$ cat config.mk
export PLATFORM = sky130hd
export DESIGN_NAME = mem_access_ctrl
export DESIGN_NICKNAME = d
export VERILOG_FILES = /design/src/rtl/mem_access_ctrl.sv
export SDC_FILE = /design/constraint.sdc
export NUM_CORES = 1
export LEC_CHECK = 0
export ABC_AREA = 1
export BUFFER_PORTS_ARGS = -buffer_cell sky130_fd_sc_hd__buf_2
export CAP_MARGIN = 30
export CELL_PAD_IN_SITES_DETAIL_PLACEMENT = 0
export CELL_PAD_IN_SITES_GLOBAL_PLACEMENT = 1
export CORE_ASPECT_RATIO = 1.2
export CORE_MARGIN = 2
export CORE_UTILIZATION = 36
export DETAILED_ROUTE_END_ITERATION = 16
export PLACE_DENSITY = 0.86
export SETUP_SLACK_MARGIN = 0.3
export SYNTH_ARGS = -nofsm -noshare
export SYNTH_HDL_FRONTEND = slang
export SYNTH_SLANG_ARGS = --single-unit
$ cat constraint.sdc
create_clock -name clk -period 8.9 [get_ports clk]
set_clock_uncertainty 0.05 [all_clocks]
set_input_delay 1.78 -clock clk [delete_from_list [all_inputs] [get_ports clk]]
set_output_delay 1.78 -clock clk [all_outputs]
set_load 0.01 [all_outputs]
$ cat src/rtl/mem_access_ctrl.sv
// Bridges the datapath's single-cycle memory port to a variable-latency req/ack bus.
// Stalls the CPU for the duration of each bus access and flags misaligned or timed-out accesses.
module mem_access_ctrl #(
  parameter int unsigned TIMEOUT   = 64,
  parameter logic [31:0] ERR_RDATA = 32'h0000_0000
) (
  input  logic        clk,
  input  logic        rst,
  input  logic        mem_ren,
  input  logic        mem_wen,
  input  logic [31:0] mem_addr,
  input  logic [31:0] mem_dout,
  output logic [31:0] mem_din,
  output logic        stall,
  output logic        bus_req,
  output logic        bus_we,
  output logic [31:0] bus_addr,
  output logic [31:0] bus_wdata,
  input  logic [31:0] bus_rdata,
  input  logic        bus_ack,
  output logic        err_misalign,
  output logic        err_timeout
);

  localparam int unsigned CW = $clog2(TIMEOUT);
  localparam logic [CW-1:0] CNT_LAST = CW'(TIMEOUT - 1);

  typedef enum logic [1:0] {IDLE, REQ, DONE} state_t;

  state_t        state, state_nxt;
  logic [CW-1:0] cnt;
  logic          access, aligned;
  logic          start, ack_done, abort, misalign_hit;

  assign access  = mem_ren | mem_wen;
  assign aligned = (mem_addr[1:0] == 2'b00);

  always_comb begin
    state_nxt    = state;
    start        = 1'b0;
    ack_done     = 1'b0;
    abort        = 1'b0;
    misalign_hit = 1'b0;
    case (state)
      IDLE: begin
        if (access && aligned) begin
          start     = 1'b1;
          state_nxt = REQ;
        end else if (access) begin
          misalign_hit = 1'b1;
        end
      end
      REQ: begin
        // ack has priority over the timeout on the final allowed cycle
        if (bus_ack) begin
          ack_done  = 1'b1;
          state_nxt = DONE;
        end else if (cnt == CNT_LAST) begin
          abort     = 1'b1;
          state_nxt = DONE;
        end
      end
      DONE:    state_nxt = IDLE;
      default: state_nxt = IDLE;
    endcase
    // gated by rst so the CPU is never frozen while reset is asserted
    stall = !rst && (((state == IDLE) && access && aligned) || (state == REQ));
  end

  always_ff @(posedge clk or posedge rst) begin
    if (rst) begin
      state <= IDLE;
    end else begin
      state <= state_nxt;
    end
  end

  always_ff @(posedge clk or posedge rst) begin
    if (rst) begin
      bus_req      <= 1'b0;
      bus_we       <= 1'b0;
      bus_addr     <= '0;
      bus_wdata    <= '0;
      mem_din      <= '0;
      err_misalign <= 1'b0;
      err_timeout  <= 1'b0;
      cnt          <= '0;
    end else begin
      if (start) begin
        bus_req   <= 1'b1;
        bus_we    <= mem_wen;
        bus_addr  <= {mem_addr[31:2], 2'b00};
        bus_wdata <= mem_dout;
      end
      if (ack_done || abort) begin
        bus_req <= 1'b0;
      end
      if (ack_done && !bus_we) begin
        mem_din <= bus_rdata;
      end
      if (abort) begin
        err_timeout <= 1'b1;
        if (!bus_we) begin
          mem_din <= ERR_RDATA;
        end
      end
      if (misalign_hit) begin
        err_misalign <= 1'b1;
      end
      if ((state == REQ) && !ack_done && !abort) begin
        cnt <= cnt + 1'b1;
      end else begin
        cnt <= '0;
      end
    end
  end

endmodule

-- Word level (Yosys, flattened, before mapping)
Cells that the tools add are included.
- add/sub/neg operators: 1
- equality and inequality tests: 4
- multiplexer cells: 20
- bitwise gates (word level): 1
- reductions and logical operators: 17
- operators with widths (kind ; number):
    $mux 32 ; 3
    $mux 1 ; 12
    $logic_and 1x1->1 ; 7
    $add 6x1->6 const B ; 1
    $eq 6x6->1 const B ; 1
    $mux 2 ; 3
    $mux 6 ; 1
    $logic_not 1->1 ; 4
    $logic_not 2->1 ; 2
    $pmux 2 s2 ; 1
    $ne 3x3->1 const B ; 1
    $eq 2x1->1 const B ; 1
    $logic_or 1x1->1 ; 2
    $ne 2x2->1 const B ; 1
    $reduce_and 2->1 ; 1
    $reduce_bool 2->1 ; 1
    $or 1x1->1 ; 1
- register bits: 106
- output and inout port bits: 101

-- Longest topological paths before layout
- word-level depth: 7
- gate-level depth with buffers: 8

-- Worst setup path before layout
No wires, ideal clock.
- kind: input to output
- start point: input mem_addr[1]
- end point: output stall
- data arrival time: 2409 ps
- slack: 4661 ps
- stages: 4
- path buffers: 1
- path through: nor2_1 > nand3_2 > buf_2 > a21oi_1
- word-level cells in the longest chain between the ends: 4
- RTL lines (what ; line ; RTL):
    from (decl) ; 11 ; input logic [31:0] mem_addr,
    $logic_not 2->1 ; 36 ; assign aligned = (mem_addr[1:0] == 2'b00);
    $logic_and 1x1->1 ; 67 ; stall = !rst && (((state == IDLE) && access && aligned) || (state == REQ));
    $logic_or 1x1->1 ; 67 ;
    $logic_and 1x1->1 ; 67 ;
    to (decl) ; 14 ; output logic stall,
Every way passes these cells.

-- Final worst setup path
Ends and elaborated chain as after synthesis.

==> results by group <==
Status
  – Status: finished clean

Logic synthesis
  – Synth cell count leaders: nand2_1, dfrtp_1, inv_1
  – Simple-Gate Fraction of Synth Area: 0.211
  – Synth Flop Type: dfrtp_1
  – Syn Inst Count: around 540
  – Synth Area in Compound Gates: 0.0727
  – Top-count cell post-synth: nand2_1
  – Post-synthesis mux area share: 0
  – Ys async rst share: 1.00
  – Sequential element share of the synthesized area: 0.580
  – Adder-cell area share of the yosys netlist: 0.00273
  – Synthesized area per cell: 8.49 sq um
  – Largest cells by area after synthesis: dfrtp_1, nand2_1, inv_1
  – Cell area after synthesis: 4580 sq um
  – Synth cell types: 24
  – Yosys top cell by area: dfrtp_1
  – Post-Synth XOR/XNOR Area: 0.00574
  – Top-area cell type share of the netlist area: 0.580
  – Synth warn: 0
  – #FFs+latches synth: 106
  – Post-synth EDFFs: 0
  – Largest family of logic cells by synthesized area: simple AND/OR/NAND/NOR gates

Die
  – Core area: around 13000 sq um
  – Core Rows: 45
  – Initial Utilization: 0.364
  – DIE AREA: around 14000 sq um
  – Die width: 107 um
  – Chip Height: ~130 um
  – IO Count: around 200

Place
  – # port buffers: between 150 and 200
  – Cell Area, Placed: between 5000 and 6000 sq um
  – Cells after DPL: 874
  – Post-DP HPWL: 7820 um
  – Placer Congestion: between 0.7 and 0.8
  – Setup slack at placement: approximately 4300 ps

Worst setup path
  – Maximum fanout along the worst path: 32
  – Reg2Reg Setup Slack: ~6500 ps
  – Worst R2R Start: state[1]
  – Setup crit start kind: input pin
  – WP data arrival: 2760 ps
  – Worst EP required: 7070 ps
  – FF-to-FF path depth: 6
  – Critical Path Sink Type: output port
  – Reg2reg end: mem_din[9]
  – Crit Path Class: in2out

Clock network
  – Cts bufs inserted: 9
  – H-tree depth: 3
  – # Post-CTS Setup Buffers: 0
  – CTS clk-pin slew, worst paths: ~70 ps
  – Clock latency on the worst-skew pair: roughly 340 ps
  – PostCTS Resize Cnt: 0
  – Hold buffer count at CTS: 0
  – CTS root buf: clkbuf_16
  – CTS sink cnt: between 100 and 150
  – CTS Buffer Depth: 2
  – CTS tree: yes

Global route
  – Initial antenna violation count: 0
  – Met2 Track Usage GR: 0.256
  – Met3 Usage GRT: 0.0673
  – Grt ovf: 0
  – Largest net degree at the start of global routing: 99
  – Vias in the first global route: roughly 3700
  – Most used routing layer: met2
  – First-pass GRT wire length: roughly 18000 um
  – Met1 Track Usage GR: 0.197
  – GRT Util Overall: 0.161

Worst hold path
  – Hold Path End: cnt[0]
  – Hold Path Cell Cnt: 1
  – Worst hold start: cnt[0]
  – Worst min path class: reg2reg

Final layout
  – Fin area: between 5000 and 6000 sq um
  – Layout Area Growth over Synthesis: 29.9%
  – Net count, final: 823
  – Post-Layout Cell Count: a little under 900
  – Share of cells above drive strength 1: 0.311
  – Final core occ: 0.473
  – Inserted Diodes: 0

Timing
  – Slew margin rel.: 0.396
  – Worst Max-Slew Pin Slew: roughly 910 ps
  – Final Critical Period: between 4000 and 5000 ps
  – Hold Vio Cnt, Final: 0
  – Setup violators final: 0
  – RSZ-0062 raised after global routing: false
  – Highest Clock Rate: 218 MHz
  – Post-route setup slack: about 4300 ps
  – Setup Total Neg Slack: 0 ps
  – Worst hold slack: 410 ps
  – Fin crit share: 0.516
  – Final Max Tran Viols: 0

Detailed routing
  – Detailed Route Iter0 Violations: around 220
  – DRT antenna net count: 0
  – DR vias: between 3000 and 4000
  – DR WL/cell: about 12 um
  – TritonRoute pass-1 iters: 5
  – WL final: 10800 um
  – Vias per cell: 4.46
  – Drt drc: 0

Pwr
  – Pwr Total: 1.56 mW
  – Pwr/cell area: around 260 nW/um^2
  – Peak VDD IR: a little under 0.0001 V
  – Lkg Pwr: roughly 3.6 nW

Run
  – Max-cap viol count: 0
[cell type report]
type / count / area [sq um]
inverters: 103 / 389
clock buffers: 10 / 229
well taps: 164 / 205
multi-input cells: 299 / 1350
repair buffers: 202 / 1040
fillers: 1215 / 6610
flip-flops and latches: 106 / 2650
clock inverters: 6 / 73.8
[cells by family (layout without fill, tap and decap cells)]
group | count (synthesis) | in the layout
fa+ha+maj | 1 | 1
buf+inv | 135 | 321
simple gates | 227 | 227
flops | 106 | 106
other cells | 1 | 2
compound gates | 66 | 66
xor+xnor | 3 | 3
[worst max path at each step]
stage,startpoint,to,slack [ps]
after floorplan,rst,asynchronous set/reset pin,4280
after CTS,mem_addr[1],stall,4280
final,mem_addr[1],stall,4310
after global placement,mem_addr[1],stall,4280
after detailed placement,mem_addr[1],stall,4280
after global routing,mem_addr[1],stall,4170
[critical path, cell delays in order]
cell,delay (ps)
buf_2,100
nor2_1,230
nand3_4,310
a21oi_1,200
buf_2,140
[sequential cells by signal (all words and copies together), names as in the netlist, named ones only]
signal,cells
state,2
bus_wdata,32
err_misalign,1
err_timeout,1
bus_addr,30
cnt,6
bus_req,1
mem_din,31
bus_we,1
[cells in the final DEF (no fill, tap or decap), types with 3 or more instances in the layout]
cell         n
inv_1       99
buf_2      199
inv_2        3
nand2_1    170
clkbuf_16    9
a21oi_1      3
nand3_1      6
o21ai_1     62
nor2_1      13
nand4_1     32
dfrtp_1    106
[power by group]
part | total, mW | switching (mW) | internal [mW]
Clock | 0.405 | 0.183 | 0.222
Combinational | 0.458 | 0.271 | 0.187
Sequential | 0.692 | 0.0738 | 0.618
Total | 1.56 | 0.528 | 1.03
[per-layer routing]
| layer | up-vias | wire length [um] |
|---|---|---|
| li1 | 1999 | - |
| met1 | 1794 | 4630 |
| met2 | 164 | 4860 |
| met3 | 14 | 1190 |
| met4 | 0 | 162 |
| met5 | - | 0 |
Power figures use the tool's default switching activity.
